<file path="src/rtl/minimac2_pkg.sv">
`default_nettype none
// +------------------------------------------------------------------------+
// | Module   : minimac2_pkg                                                |
// | Purpose  : Shared types and constants for the minimac2 receive writer. |
// |            Holds the receive FSM state encoding and the MII preamble / |
// |            start-of-frame-delimiter nibble values.                     |
// | Revision : 1.0 - initial release                                       |
// +------------------------------------------------------------------------+
package minimac2_pkg;

  typedef enum logic [1:0] {
    IDLE     = 2'd0,
    PREAMBLE = 2'd1,
    DATA     = 2'd2,
    DROP     = 2'd3
  } rx_state_t;

  // MII transmits the low nibble first, so 0x55 preamble bytes arrive as a
  // run of 0x5 nibbles and the 0xD5 SFD ends with a 0xD nibble.
  localparam logic [3:0] PREAMBLE_NIB = 4'h5;
  localparam logic [3:0] SFD_NIB      = 4'hD;

endpackage
`default_nettype wire

</file>
<file path="src/rtl/minimac2_rx_nibble_asm.sv">
`default_nettype none
// +------------------------------------------------------------------------+
// | Module   : minimac2_rx_nibble_asm                                      |
// | Purpose  : Pairs MII nibbles into bytes, low nibble first.             |
// | Ports    : clk, rst        - clock, asynchronous active-high reset     |
// |            clear_i         - restart at phase 0 (start of frame data)  |
// |            en_i            - nibble_i is a valid data nibble this cycle|
// |            nibble_i        - incoming nibble                           |
// |            phase_o         - 1 when a low nibble is held (odd count)   |
// |            byte_valid_o    - byte_o is complete this cycle             |
// |            byte_o          - {current nibble, latched low nibble}      |
// | Revision : 1.0 - initial release                                       |
// +------------------------------------------------------------------------+
module minimac2_rx_nibble_asm (
  input  logic       clk,
  input  logic       rst,
  input  logic       clear_i,
  input  logic       en_i,
  input  logic [3:0] nibble_i,
  output logic       phase_o,
  output logic       byte_valid_o,
  output logic [7:0] byte_o
);

  logic       phase_q, phase_d;
  logic [3:0] lo_q, lo_d;

  always_comb begin
    phase_d = phase_q;
    lo_d    = lo_q;
    if (clear_i) begin
      phase_d = 1'b0;
    end else if (en_i) begin
      if (!phase_q) begin
        lo_d = nibble_i;
      end
      phase_d = ~phase_q;
    end
  end

  always_ff @(posedge clk or posedge rst) begin
    if (rst) begin
      phase_q <= 1'b0;
      lo_q    <= 4'h0;
    end else begin
      phase_q <= phase_d;
      lo_q    <= lo_d;
    end
  end

  // The high nibble is not stored: the byte is handed on in the same cycle
  // it arrives, and the caller registers it.
  assign phase_o      = phase_q;
  assign byte_valid_o = en_i & phase_q & ~clear_i;
  assign byte_o       = {nibble_i, lo_q};

endmodule
`default_nettype wire

</file>
<file path="src/rtl/minimac2_rx_writer.sv">
`default_nettype none
// +------------------------------------------------------------------------+
// | Module   : minimac2_rx_writer                                          |
// | Purpose  : MII receive stage of minimac2. Strips preamble/SFD, builds  |
// |            bytes and writes them from address 0 into the buffer PHY    |
// |            port, then reports frame length and error status. One frame |
// |            is accepted per rising edge of rx_ready.                    |
// | Ports    : phy_clk, phy_rst            - clock, async active-high reset|
// |            phy_rx_dv/er/data           - MII receive interface         |
// |            rx_ready                    - arm (already in phy_clk)      |
// |            phy_adr_o/dat_o/we_o        - buffer byte write port        |
// |            rx_done, rx_count, rx_err   - frame completion report       |
// |            rx_missed                   - frame started while unarmed   |
// | Revision : 1.0 - initial release                                       |
// +------------------------------------------------------------------------+
module minimac2_rx_writer
  import minimac2_pkg::*;
#(
  parameter int ADDR_W    = 11,
  parameter int MAX_BYTES = 2048
) (
  input  logic              phy_clk,
  input  logic              phy_rst,
  input  logic              phy_rx_dv,
  input  logic              phy_rx_er,
  input  logic [3:0]        phy_rx_data,
  input  logic              rx_ready,
  output logic [ADDR_W-1:0] phy_adr_o,
  output logic [7:0]        phy_dat_o,
  output logic              phy_we_o,
  output logic              rx_done,
  output logic [ADDR_W:0]   rx_count,
  output logic              rx_err,
  output logic              rx_missed
);

  localparam logic [ADDR_W:0] MAX_CNT = (ADDR_W + 1)'(MAX_BYTES);

  rx_state_t         state_q, state_d;
  logic              dv_prev_q, rdy_prev_q;
  logic              armed_q, armed_d;
  logic [ADDR_W-1:0] addr_q, addr_d;
  logic [ADDR_W:0]   count_q, count_d;
  logic              err_q, err_d;

  logic [ADDR_W-1:0] phy_adr_q, phy_adr_d;
  logic [7:0]        phy_dat_q, phy_dat_d;
  logic              phy_we_q, phy_we_d;
  logic              rx_done_q, rx_done_d;
  logic [ADDR_W:0]   rx_count_q, rx_count_d;
  logic              rx_err_q, rx_err_d;
  logic              rx_missed_q, rx_missed_d;

  logic       dv_rise, rdy_rise;
  logic       asm_clear, asm_en, asm_phase, asm_valid;
  logic [7:0] asm_byte;

  assign dv_rise  = phy_rx_dv & ~dv_prev_q;
  assign rdy_rise = rx_ready & ~rdy_prev_q;

  // Assembler controls decoded from registered state only, so the byte
  // strobe it returns does not loop back through the FSM logic.
  assign asm_clear = (state_q == PREAMBLE) & phy_rx_dv & (phy_rx_data == SFD_NIB);
  assign asm_en    = (state_q == DATA) & phy_rx_dv;

  minimac2_rx_nibble_asm u_nibble_asm (
    .clk          (phy_clk),
    .rst          (phy_rst),
    .clear_i      (asm_clear),
    .en_i         (asm_en),
    .nibble_i     (phy_rx_data),
    .phase_o      (asm_phase),
    .byte_valid_o (asm_valid),
    .byte_o       (asm_byte)
  );

  always_comb begin
    state_d     = state_q;
    armed_d     = armed_q;
    addr_d      = addr_q;
    count_d     = count_q;
    err_d       = err_q;
    phy_adr_d   = phy_adr_q;
    phy_dat_d   = phy_dat_q;
    phy_we_d    = 1'b0;
    rx_done_d   = 1'b0;
    rx_count_d  = rx_count_q;
    rx_err_d    = rx_err_q;
    rx_missed_d = 1'b0;

    unique case (state_q)
      IDLE: begin
        if (dv_rise) begin
          if (armed_q) begin
            state_d = PREAMBLE;
            armed_d = 1'b0;
          end else begin
            state_d     = DROP;
            rx_missed_d = 1'b1;
          end
        end
      end

      PREAMBLE: begin
        if (!phy_rx_dv) begin
          state_d = IDLE;
        end else if (phy_rx_data == PREAMBLE_NIB) begin
          state_d = PREAMBLE;
        end else if (phy_rx_data == SFD_NIB) begin
          state_d = DATA;
          addr_d  = '0;
          count_d = '0;
          err_d   = 1'b0;
        end else begin
          state_d = DROP;
        end
      end

      DATA: begin
        if (phy_rx_dv) begin
          if (phy_rx_er) begin
            err_d = 1'b1;
          end
          if (asm_valid) begin
            // Past the slot size the frame keeps being consumed but not
            // written, so the address never wraps over earlier data.
            if (count_q == MAX_CNT) begin
              err_d = 1'b1;
            end else begin
              phy_we_d  = 1'b1;
              phy_dat_d = asm_byte;
              phy_adr_d = addr_q;
              addr_d    = addr_q + ADDR_W'(1);
              count_d   = count_q + (ADDR_W + 1)'(1);
            end
          end
        end else begin
          // A held low nibble at end of frame is a dribble nibble.
          state_d    = IDLE;
          rx_done_d  = 1'b1;
          rx_count_d = count_q;
          rx_err_d   = err_q | asm_phase;
        end
      end

      DROP: begin
        if (!phy_rx_dv) begin
          state_d = IDLE;
        end
      end

      default: state_d = IDLE;
    endcase

    // Applied last: an edge arriving while IDLE consumes the previous grant
    // still leaves a grant for the following frame.
    if (rdy_rise) begin
      armed_d = 1'b1;
    end
  end

  always_ff @(posedge phy_clk or posedge phy_rst) begin
    if (phy_rst) begin
      state_q     <= IDLE;
      dv_prev_q   <= 1'b1;  // ignore a frame already in flight at reset
      rdy_prev_q  <= 1'b0;
      armed_q     <= 1'b0;
      addr_q      <= '0;
      count_q     <= '0;
      err_q       <= 1'b0;
      phy_adr_q   <= '0;
      phy_dat_q   <= 8'h00;
      phy_we_q    <= 1'b0;
      rx_done_q   <= 1'b0;
      rx_count_q  <= '0;
      rx_err_q    <= 1'b0;
      rx_missed_q <= 1'b0;
    end else begin
      state_q     <= state_d;
      dv_prev_q   <= phy_rx_dv;
      rdy_prev_q  <= rx_ready;
      armed_q     <= armed_d;
      addr_q      <= addr_d;
      count_q     <= count_d;
      err_q       <= err_d;
      phy_adr_q   <= phy_adr_d;
      phy_dat_q   <= phy_dat_d;
      phy_we_q    <= phy_we_d;
      rx_done_q   <= rx_done_d;
      rx_count_q  <= rx_count_d;
      rx_err_q    <= rx_err_d;
      rx_missed_q <= rx_missed_d;
    end
  end

  assign phy_adr_o = phy_adr_q;
  assign phy_dat_o = phy_dat_q;
  assign phy_we_o  = phy_we_q;
  assign rx_done   = rx_done_q;
  assign rx_count  = rx_count_q;
  assign rx_err    = rx_err_q;
  assign rx_missed = rx_missed_q;

endmodule
`default_nettype wire

</file>
<file path="config.mk">
export PLATFORM = sky130hd
export DESIGN_NAME = minimac2_rx_writer
export DESIGN_NICKNAME = d
export VERILOG_FILES = /design/src/rtl/minimac2_pkg.sv /design/src/rtl/minimac2_rx_nibble_asm.sv /design/src/rtl/minimac2_rx_writer.sv
export SDC_FILE = /design/constraint.sdc
export NUM_CORES = 1
export LEC_CHECK = 0
export ABC_AREA = 0
export CORE_MARGIN = 4
export CORE_UTILIZATION = 58
export DETAILED_ROUTE_END_ITERATION = 6
export PLACE_DENSITY = 0.89
export SYNTH_ARGS = -nofsm -noshare
export SYNTH_HDL_FRONTEND = slang
export SYNTH_SLANG_ARGS = --single-unit
export TNS_END_PERCENT = 30
</file>
<file path="constraint.sdc">
create_clock -name phy_clk -period 6.16 [get_ports phy_clk]
set_clock_uncertainty 0.2 [all_clocks]
set_input_delay 0.924 -clock phy_clk [delete_from_list [all_inputs] [get_ports phy_clk]]
set_output_delay 0.924 -clock phy_clk [all_outputs]
set_load 0.01 [all_outputs]
</file>
# Word-level counts from Yosys, hierarchy flattened
# Index checks and enable logic that the tools add are counted.
[word_totals]
out_inout_bits = 35
inputBits = 9
regBits = 69
[op_classes]
reduce_logical = 13
eq_ne = 14
add_sub_neg = 2
muxes = 43
n_bitwise = 14
[ops]
columns = ["op", "count"]
rows = [
  ["$mux W12", 6],
  ["$mux W11", 6],
  ["$pmux W12 S2", 1],
  ["$mux W1", 22],
  ["$pmux W11 S2", 1],
  ["$ne A2 B2 Y1 const B", 7],
  ["$add A12 B1 Y12 const B", 1],
  ["$eq A12 B12 Y1 const B", 1],
  ["$add A11 B1 Y11 const B", 1],
  ["$mux W2", 5],
  ["$reduce_bool A2 Y1", 4],
  ["$and A1 B1 Y1", 7],
  ["$reduce_and A7 Y1", 1],
  ["$not A1 Y1", 6],
  ["$pmux W2 S3", 1],
  ["$reduce_and A2 Y1", 3],
  ["$reduce_and A5 Y1", 1],
  ["$eq A2 B2 Y1 const B", 2],
  ["$eq A4 B3 Y1 const B", 1],
  ["$eq A4 B4 Y1 const B", 1],
  ["$reduce_and A4 Y1", 1],
  ["$reduce_and A3 Y1", 1],
  ["$eq A2 B1 Y1 const B", 1],
  ["$logic_not A2 Y1", 1],
  ["other kinds (4)", 4],
]

# Longest topological paths before layout
# Gate-level depths: netlist of the first run.
[depth]
depth_word = 8
depth_mapped = 10
depth_no_buf = 7

# Modules after synthesis
# From an unflattened synthesis of the first run, not the netlist that was laid out.
[hier_totals]
cells_unflattened = 262
hier_area_um2 = 3034.2
[by_module_without_submodules]
columns = ["mod", "area_each_um2", "cells_per_inst", "instances"]
rows = [
  ["minimac2_rx_writer", 2788.9, 244, 1],
  ["minimac2_rx_nibble_asm", 245.2, 18, 1],
]

# Worst setup path before layout of the first run
# OpenSTA, ideal clock, no wires.
[synth_path]
path_kind = "input to register"
startpoint = "in phy_rx_data[1]"
endpoint = "reg count_q[6]"
cell_stages = 5
t_arrival_ns = 2.088
t_required_ns = 5.842
setup_time_ns = 0.118
path_slack_ns = 3.754
cell_sequence = "nand3b_4 -> or4b_1 -> buf_2 -> a22o_1 -> a21o_1"
[synth_between]
elab_chain_len = 6
elab_cells_between_ends = 9
[synth_rtl]
columns = ["item", "line_no", "source"]
rows = [
  ["start, declared", "minimac2_rx_writer.sv:26", "input logic [3:0] phy_rx_data,"],
  ["$eq A4 B4 Y1", "minimac2_rx_writer.sv:63, minimac2_rx_writer.sv:109", ""],
  ["$and A1 B1 Y1", "minimac2_rx_writer.sv:63", "assign asm_clear = (state_q == PREAMBLE) & phy_rx_dv & (phy_rx_data == SFD_NIB);"],
  ["$not A1 Y1 (no source line)", "n/a", ""],
  ["$and A1 B1 Y1", "minimac2_rx_nibble_asm.sv:54", "assign byte_valid_o = en_i & phase_q & ~clear_i;"],
  ["$ne A2 B2 Y1 (no source line)", "n/a", ""],
  ["$reduce_and A7 Y1 (no source line) (*)", "n/a", ""],
  ["end signal, assigned", "minimac2_rx_writer.sv:184", "count_q <= count_d;"],
  ["end, declared", "minimac2_rx_writer.sv:43", "logic [ADDR_W:0] count_q, count_d;"],
]
# Every way passes the cells marked *; elsewhere a longest branch is shown, timed or not.
# A chain may end at the register's enable or synchronous reset.

# Final worst setup path of the first run
[layout_path]
startpoint = "in phy_rx_dv"
endpoint = "reg count_q[11]"
[layout_between]
elab_chain_len = 6
elab_cells_between_ends = 10
[layout_rtl]
columns = ["item", "line_no", "source"]
rows = [
  ["start, declared", "minimac2_rx_writer.sv:24", "input logic phy_rx_dv,"],
  ["$and A1 B1 Y1 (2 in a row)", "minimac2_rx_writer.sv:63", ""],
  ["$not A1 Y1 (no source line)", "n/a", ""],
  ["$and A1 B1 Y1", "minimac2_rx_nibble_asm.sv:54", ""],
  ["$ne A2 B2 Y1 (no source line)", "n/a", ""],
  ["$reduce_and A7 Y1 (no source line) (*)", "n/a", ""],
]
# Marked as above.

==> reports/results.tsv, run 1 <==
metric	value	unit
status	complete, no violations	
Post-Syn Area	3060	µm²
DRT Pass-1 Iters	4	
fin crit period	2.97	ns
H-tree levels	3	
worst rel slew slack	42.0	%
maximum clock frequency	0.337	GHz
LEAKAGE	1.70	nW
ys flop type	dfrtp_1	
# hold bufs at CTS	0	
Sequential Power Share	50.2	%
clock sink count	69	
Seq/Total Area, Yosys	56.4	%
WL per Instance	15.3	µm
post-layout util	72.3	%
Worst-path clk slew	0.07	ns
core area	5110	µm²
Clock Latency Late Sink	0.34	ns
Setup Viol. Count Final	0	
ANT nets after route	0	
Via density	5.76	
Synth Warn #	0	
area leader, netlist	dfrtp_1	
crit start category	primary input	
Crit. End Element	flip-flop	
Final period util	48.2	%
Max clock buf depth	2	
postcts setup bufs	0	
die width	80.7	µm
hold crit path type	flip-flop to flip-flop	
vias	2362	
Seq cells post-synth	69	
I/O Pins	44	
gr usage total	21.3	%
Cell variety after synth	48	
Die Area	6510	µm²
Worst VDD drop	238	µV
post-CTS sizing	0	
# rows	26	
largest net degree at the start of global routing	70	
drt total wl	6.26	mm
nets	347	
syn avg cell area	10.5	µm²
cts bufs inserted	9	
RSZ-0062 raised after global routing	false	
Pwr Density	337	nW/µm²
CTS tree	yes	
remaining global-route overflow	0	
initial antenna violation count	0	
Worst EP required	6.19	ns
CP Max Fanout	40	
ys async rst share	100	%
share of the synthesized area in the top cell type	55.5	%
Max Cap Violations	0	
Post-Syn Nets	305	
Worst EP arrival	2.99	ns
Clock power frac	26.0	%
Logic pwr share	23.8	%
final hold vios	0	
Slew Limit Fails	0	
Die Y-Extent	80.7	µm
RePlAce Congestion	0.880	
detailed-route DRC error count	0	
vias in the first global route	2286	
NetSw	0.372	mW
Sw Share	29.8	%
Synth Instances	293	
antenna cells	0	
Int Pwr	0.873	mW
CP Class	primary input to flip-flop	
layout cells sized above 1	11.8	%
EDFF count, synth	0	
root buf cell	clkbuf_8	
first-pass GRT wire length	10.5	mm
setup_tns	0	ns
effective utilization at floorplan	60.0	%
Area contributors post-synth	dfrtp_1, nand2_1, mux2_2, o21ai_0, nand3_1	
worst-margin pin slew	0.867	ns
area delta synth->final	20.5	%
DP HPWL	4.14	mm
port bufs	43	
Iter 0 DRT Violations	157	
layout make-up:
| cell class | count | area, µm² |
|---|---|---|
| multi-input combinational | 203 | 1230 |
| tap | 70 | 87.6 |
| clock inverter | 1 | 5.00 |
| sequential | 69 | 1730 |
| clock buffer | 15 | 166 |
| fill | 397 | 1420 |
| inverter | 7 | 26.3 |
| timing repair buffer | 45 | 445 |
cell families (layout without fill, tap and decap cells):
family / Yosys count / in the layout / synth area share, %
AND/OR/NAND/NOR: 126 / 126 / 20.3
buffers and inverters: 21 / 68 / 3.39
adder cells (fa/ha/maj): 3 / 3 / 1.23
flip-flops: 69 / 69 / 56.4
XOR/XNOR: 4 / 4 / 1.14
multiplexers: 16 / 16 / 5.88
AO/OA/AOI/OAI: 54 / 54 / 11.7
metrics by stage:
step | total power, mW | setup slack, ns | instances | hold WS [ns] | instance area (µm²)
6_report | 1.25 | 3.19 | 410 | 0.239 | 3690
5_1_grt | 1.31 | 3.07 | 410 | 0.268 | 3690
4_1_cts | 1.25 | 3.23 | 410 | 0.237 | 3690
3_5_place_dp | 0.929 | 2.89 | 394 | 0.228 | 3520
3_3_place_gp | 0.912 | 2.96 | 394 | 0.207 | 3520
2_1_floorplan | 0.780 | 3.30 | 293 | 0.200 | 3060
state kept, by name, indices dropped and copies added (netlist names):
signal	count
addr_q	11
err_q	1
rx_count	12
armed_q	1
count_q	12
phy_adr_o	11
u_nibble_asm.lo_q	4
rx_done	1
rdy_prev_q	1
phy_dat_o	8
u_nibble_asm.phase_o	1
state_q	2
rx_missed	1
dv_prev_q	1
phy_we_o	1
rx_err	1
power groups by stage:
stage                     combinational, mW  clock (mW)  sequential (mW)
final                                 0.296       0.324            0.625
after CTS                             0.301       0.326            0.625
after detailed placement              0.297           0            0.632
after global placement                0.287           0            0.625
after global routing                  0.326       0.350            0.638
after floorplan                       0.149           0            0.631
Yosys cell counts (3+ instances only):
| master | number |
|---|---|
| o21a_1 | 3 |
| a31oi_1 | 9 |
| buf_2 | 8 |
| a22o_1 | 5 |
| nand3_1 | 12 |
| ha_1 | 3 |
| nor2_1 | 9 |
| and3_1 | 4 |
| dfrtp_1 | 68 |
| nor2b_1 | 3 |
| clkbuf_1 | 3 |
| a21oi_1 | 6 |
| inv_1 | 6 |
| nor3_1 | 5 |
| a21o_1 | 4 |
| nand2_1 | 70 |
| mux2_2 | 16 |
| o21ai_0 | 13 |
| nor4_1 | 5 |
| nand4_1 | 4 |
final timing paths:
path,start,to,slack [ns],cells after the start
worst max-delay path,phy_rx_dv,count_q[11],3.19,6
worst min-delay path,rdy_prev_q,armed_q,0.24,1
worst max register to register,count_q[0],count_q[11],3.71,7
worst min register to register,rdy_prev_q,armed_q,0.24,1
max in group asynchronous,phy_rst,count_q[8],4.27,3
min in group asynchronous,phy_rst,phy_adr_o[4],0.96,3
placed cells by master, fill, tap and decap left out, drive strengths merged, types with 3 or more instances in the layout:
cell type | synthesis | routed
a21o | 4 | 4
a21oi | 6 | 6
a22o | 5 | 5
a31oi | 9 | 9
and3 | 4 | 4
clkbuf | 3 | 15
clkdlybuf4s50 | 0 | 43
dfrtp | 68 | 68
ha | 3 | 3
inv | 7 | 7
mux2 | 16 | 16
nand2 | 72 | 72
nand3 | 12 | 12
nand4 | 4 | 4
nor2 | 10 | 10
nor2b | 3 | 3
nor3 | 5 | 5
nor4 | 6 | 6
o21a | 3 | 3
o21ai | 15 | 15
metal layers:
| metal | part of all wire, % | track usage (%) | wire, µm | vias to the layer above |
|---|---|---|---|---|
| li1 | - | - | - | 1124 |
| met1 | 46 | 28.3 | 2870 | 1161 |
| met2 | 48 | 33.5 | 3010 | 64 |
| met3 | 4.0 | 3.59 | 253 | 13 |
| met4 | 2.1 | 11.1 | 130 | 0 |
| met5 | 0 | 0 | 0 | - |
worst max-delay path: stages:
cell and delay, ns:
clkdlybuf4s50_1 0.63, nand4b_1 0.22, a31o_1 0.27, inv_2 0.48
nor2_1 0.14, a211o_1 0.32
Note: power is estimated with default switching activity, not from simulation.
==> run 2: changes to the inputs <==
- CORE_UTILIZATION: 58 -> 49
- PLACE_DENSITY: 0.89 -> 0.81
- clock period: 6.16 -> 2.7 ns (I/O delays scaled with it)
==> run 2 against run 1 <==
Net effect: non-clock buffer count up 5; worst setup slack worse by 2.7 ns; worst hold slack worse by 0.11 ns; count of clock-buffer cells in the layout down 4; power rose to 2.5 times the previous value; sequential cell count unchanged; first-iteration DRC count up 7.0%; via count up 1.3%; final cell count up 2.4%; critical path depth down 1; critical endpoint is now count_q[6]; largest power group unchanged.
==> reports/results.tsv, run 2 (synthesized netlist as in run 1, its figures left out) <==
metric	value	unit
status	complete, no violations	
final hold vios	0	
area delta synth->final	25.1	%
NetSw	0.881	mW
CP Class	primary input to flip-flop	
layout cells sized above 1	14.2	%
crit start category	primary input	
first-pass GRT wire length	11.3	mm
Via density	5.70	
port bufs	43	
fillcell total	479	
largest net degree at the start of global routing	40	
CP Max Fanout	9	
Placed Area	3580	µm²
postcts setup bufs	0	
CTS tree	yes	
Final period util	82.3	%
Worst EP required	2.74	ns
Worst VDD drop	513	µV
Die Y-Extent	87.1	µm
setup_tns	0	ns
Worst EP arrival	2.27	ns
Max clock buf depth	2	
Seq. cell area	1730	µm²
vias	2393	
Die Area	7580	µm²
fin crit period	2.22	ns
met2 Use GR	30.0	%
Pwr Density	824	nW/µm²
critical register-to-register path endpoint	addr_q[6]	
LEAKAGE	1.77	nW
WL per Instance	15.5	µm
busiest grt layer	met2	
Sequential Power Share	44.9	%
Iter 0 DRT Violations	168	
Max Cap Violations	0	
r2r worst-path depth	7	
Clock power frac	33.7	%
most common cell after layout, fill and taps aside	nand2_1	
ANT nets after route	0	
DRT Pass-1 Iters	4	
Sw Share	27.9	%
DP HPWL	4.42	mm
Setup Viol. Count Final	0	
gr usage total	19.4	%
DP Worst Slack	0.144	ns
initial antenna violation count	0	
RePlAce Congestion	0.855	
post-layout util	64.0	%
Reg2Reg Launch Point	count_q[0]	
remaining global-route overflow	0	
# rows	28	
core area	5990	µm²
maximum clock frequency	0.450	GHz
M3 GR Usage	4.35	%
cts bufs inserted	9	
detailed-route DRC error count	0	
Logic pwr share	21.3	%
H-tree levels	3	
footprint of the multi-input gates	1230	µm²
root buf cell	clkbuf_8	
Crit. End Element	flip-flop	
Int Pwr	2.28	mW
met1 Resource Use GR	25.3	%
final worst slack	0.477	ns
antenna cells	0	
most frequent cells in the layout	nand2_1, dfrtp_1, clkdlybuf4s50_1	
hold crit path type	primary input to asynchronous set/reset pin	
effective utilization at floorplan	51.1	%
die width	87.1	µm
clock sink count	69	
worst rel slew slack	62.8	%
Slew Limit Fails	0	
Worst-path clk slew	0.08	ns
post-CTS sizing	0	
drt total wl	6.52	mm
Final Cell Area	3830	µm²
Clock Latency Late Sink	0.35	ns
vias in the first global route	2363	
R2R setup slack	0.48	ns
# hold bufs at CTS	0	
I/O Pins	44	
RSZ-0062 raised after global routing	false	
nets	352	
worst-margin pin slew	0.557	ns
## run 2: area by class of cell
| type | instances | share of cell area (%) |
|---|---|---|
| clock buffer | 11 | 3.95 |
| sequential | 69 | 45.1 |
| clock inverter | 5 | 2.77 |
| multi-input combinational | 203 | 32.1 |
| tap | 75 | 2.45 |
| inverter | 7 | 0.685 |
| timing repair buffer | 50 | 12.9 |
## run 2: power groups by stage
stage	Combinational (mW)	Sequential [mW]	Clock (mW)
4_1_cts	0.685	1.42	1.08
5_1_grt	0.751	1.46	1.13
2_1_floorplan	0.340	1.44	0
3_3_place_gp	0.663	1.43	0
3_5_place_dp	0.680	1.44	0
6_report	0.674	1.42	1.07
## run 2: worst max-delay path by stage
stage | slack (ns) | end | cells past startpoint | start
5_1_grt | 0.34 | addr_q[6] | 7 | count_q[0]
6_report | 0.48 | count_q[6] | 5 | phy_rx_data[0]
4_1_cts | 0.48 | addr_q[6] | 7 | count_q[0]
3_5_place_dp | 0.14 | count_q[6] | 5 | phy_rx_data[0]
2_1_floorplan | 0.36 | addr_q[0] | 1 | phy_rst
3_3_place_gp | 0.17 | count_q[6] | 5 | phy_rx_data[0]
## run 2: routing by layer
layer | up-vias | wire length (µm)
li1 | 1138 | -
met1 | 1177 | 2820
met2 | 65 | 3220
met3 | 13 | 380
met4 | 0 | 108
met5 | - | 0
## run 2: per-stage QoR
step	hold WS (ns)	instances	power (mW)
finish	0.132	420	3.16
detailed placement	0.247	404	2.12
CTS	0.121	420	3.19
global route	0.146	420	3.34
floorplan	0.200	293	1.78
global placement	0.210	404	2.09
## run 2: critical path: stages
cell	delay [ns]
clkdlybuf4s50_1	0.55
nand3b_4	0.11
or4b_1	0.73
a22o_1	0.29
a21o_1	0.18
==> run 3: changes to the inputs <==
- clock period: 2.7 -> 1.85 ns (I/O delays scaled with it)
==> run 3 against run 2 <==
Net effect: combinational power up 110%; die area stayed put; worst setup slack got worse by 0.52 ns; largest cell class unchanged; sequential share of layout area is 5.6 points lower; the run now ends with negative setup slack left; final cell count grew 12%; sequential power grew 42%; utilization increased by 9.0 points; via count up 10%.
==> reports/results.tsv, run 3 (synthesized netlist as in run 1, its figures left out) <==
metric	value	unit
slowest library cell on the worst path	dfrtp_1	
area delta synth->final	42.8	%
R2R setup slack	-0.04	ns
# hold bufs at CTS	0	
Reg2Reg Launch Point	count_q[1]	
busiest grt layer	met2	
Worst EP required	1.92	ns
Max Cap Violations	0	
footprint of the multi-input gates	1350	µm²
CP Class	flip-flop to flip-flop	
post-layout util	73.0	%
cts bufs inserted	9	
root buf cell	clkbuf_8	
core area	5990	µm²
port bufs	43	
detailed-route DRC error count	0	
Clock Latency Late Sink	0.35	ns
clock sink count	69	
H-tree levels	3	
fin crit period	1.89	ns
fillcell total	400	
Crit. End Element	flip-flop	
worst stage delay on the critical path	0.36	ns
DRT Pass-1 Iters	4	
# rows	28	
gr usage total	21.8	%
CP Max Fanout	5	
Worst Setup SP	count_q[1]	
largest net degree at the start of global routing	35	
Via density	5.59	
Seq. cell area	1730	µm²
Slew Limit Fails	0	
met2 Use GR	36.2	%
layout cells sized above 1	30.5	%
Die Y-Extent	87.1	µm
failing checks	negative setup slack	
hold crit path type	primary input to asynchronous set/reset pin	
remaining global-route overflow	0	
worst rel slew slack	72.8	%
CP cell instances	inv_2 -> ha_2 -> and4bb_2 -> a31o_4 -> buf_6 -> o31a_1 -> a31oi_1	
I/O Pins	44	
antenna cells	0	
M3 GR Usage	4.73	%
drt total wl	7.68	mm
LEAKAGE	2.07	nW
die width	87.1	µm
nets	404	
setup_tns	-0.145	ns
Die Area	7580	µm²
Max clock buf depth	2	
first-pass GRT wire length	12.8	mm
Worst VDD drop	714	µV
initial antenna violation count	0	
RePlAce Congestion	0.947	
most common cell after layout, fill and taps aside	dfrtp_1	
crit start category	flip-flop	
vias	2639	
Final period util	102	%
status	finished with violations	
Iter 0 DRT Violations	122	
Pwr Density	1070	nW/µm²
Worst-path clk slew	0.08	ns
critical register-to-register path endpoint	count_q[10]	
RSZ-0062 raised after global routing	true	
final worst slack	-0.0414	ns
maximum clock frequency	0.529	GHz
most frequent cells in the layout	dfrtp_1, nand2_1, buf_4	
DP HPWL	5.20	mm
worst-margin pin slew	0.407	ns
ANT nets after route	0	
effective utilization at floorplan	51.1	%
Worst EP arrival	1.96	ns
r2r worst-path depth	7	
final hold vios	0	
WL per Instance	16.3	µm
vias in the first global route	2830	
Setup Viol. Count Final	7	
CTS tree	yes	
met1 Resource Use GR	26.7	%
run 3: cell types whose count changed in the layout (fill, tap and decap cells not counted), moves of 3 or more:
cell             delta
buf_6               +9
buf_12              +4
buf_4              +39
nand2_1             -6
clkdlybuf4s50_1     -3
nand2_2             +5
run 3: what timing repair did:
| action | in CTS | in global routing |
|---|---|---|
| gates resized for setup | 20 | 21 |
| setup endpoints to repair | 43 | 44 |
| buffers inserted | 0 | 3 |
| endpoints found under the hold margin | 0 | 0 |
| pin swaps | 5 | 9 |
run 3: worst max-delay path by stage:
stage                        to  slack [ns]  cells after the start
floorplan             addr_q[8]       -0.11                      9
global placement     count_q[6]       -0.40                      5
detailed placement   count_q[6]       -0.47                      5
CTS                  addr_q[10]       -0.03                      8
global route        count_q[10]       -0.12                      7
finish              count_q[10]       -0.04                      7
run 3: critical path, delay by kind of cell (launching register included):
kind | cells | cell delay, ns
AO/OA/AOI/OAI | 3 | 0.68
flip-flops | 1 | 0.36
AND/OR/NAND/NOR | 1 | 0.24
buffers and inverters | 2 | 0.17
adder cells (fa/ha/maj) | 1 | 0.16
run 3: metal layers:
metal / vias to the layer above / wire (µm)
li1: 1233 / -
met1: 1323 / 3240
met2: 67 / 3960
met3: 16 / 328
met4: 0 / 155
met5: - / 0
run 3: area by class of cell:
cell class / instances / share of cell area, %
flip-flops and latches: 69 / 39.5
multi-input cells: 203 / 30.8
repair buffers: 102 / 22.2
clock inverters: 5 / 1.34
well taps: 75 / 2.14
inverters: 7 / 0.801
clock buffers: 11 / 3.23
run 3: through the flow:
step           power [mW]  hold WS (ns)  instances  cell area [µm²]  worst slack, ns
2_1_floorplan        2.60        0.0820        293             3070           -0.112
3_3_place_gp         3.31         0.208        453             4000           -0.404
3_5_place_dp         3.37         0.251        453             4000           -0.468
4_1_cts              4.67        0.0844        469             4270          -0.0279
6_report             4.70        0.0817        472             4380          -0.0414
5_1_grt              4.94         0.111        472             4380           -0.125
run 3: power breakdown:
part           leakage (nW)  switching [mW]  internal [mW]
Combinational          1.07           0.656          0.777
Sequential            0.904           0.195           1.81
Clock                0.0959           0.597          0.662
Total                  2.07            1.45           3.25
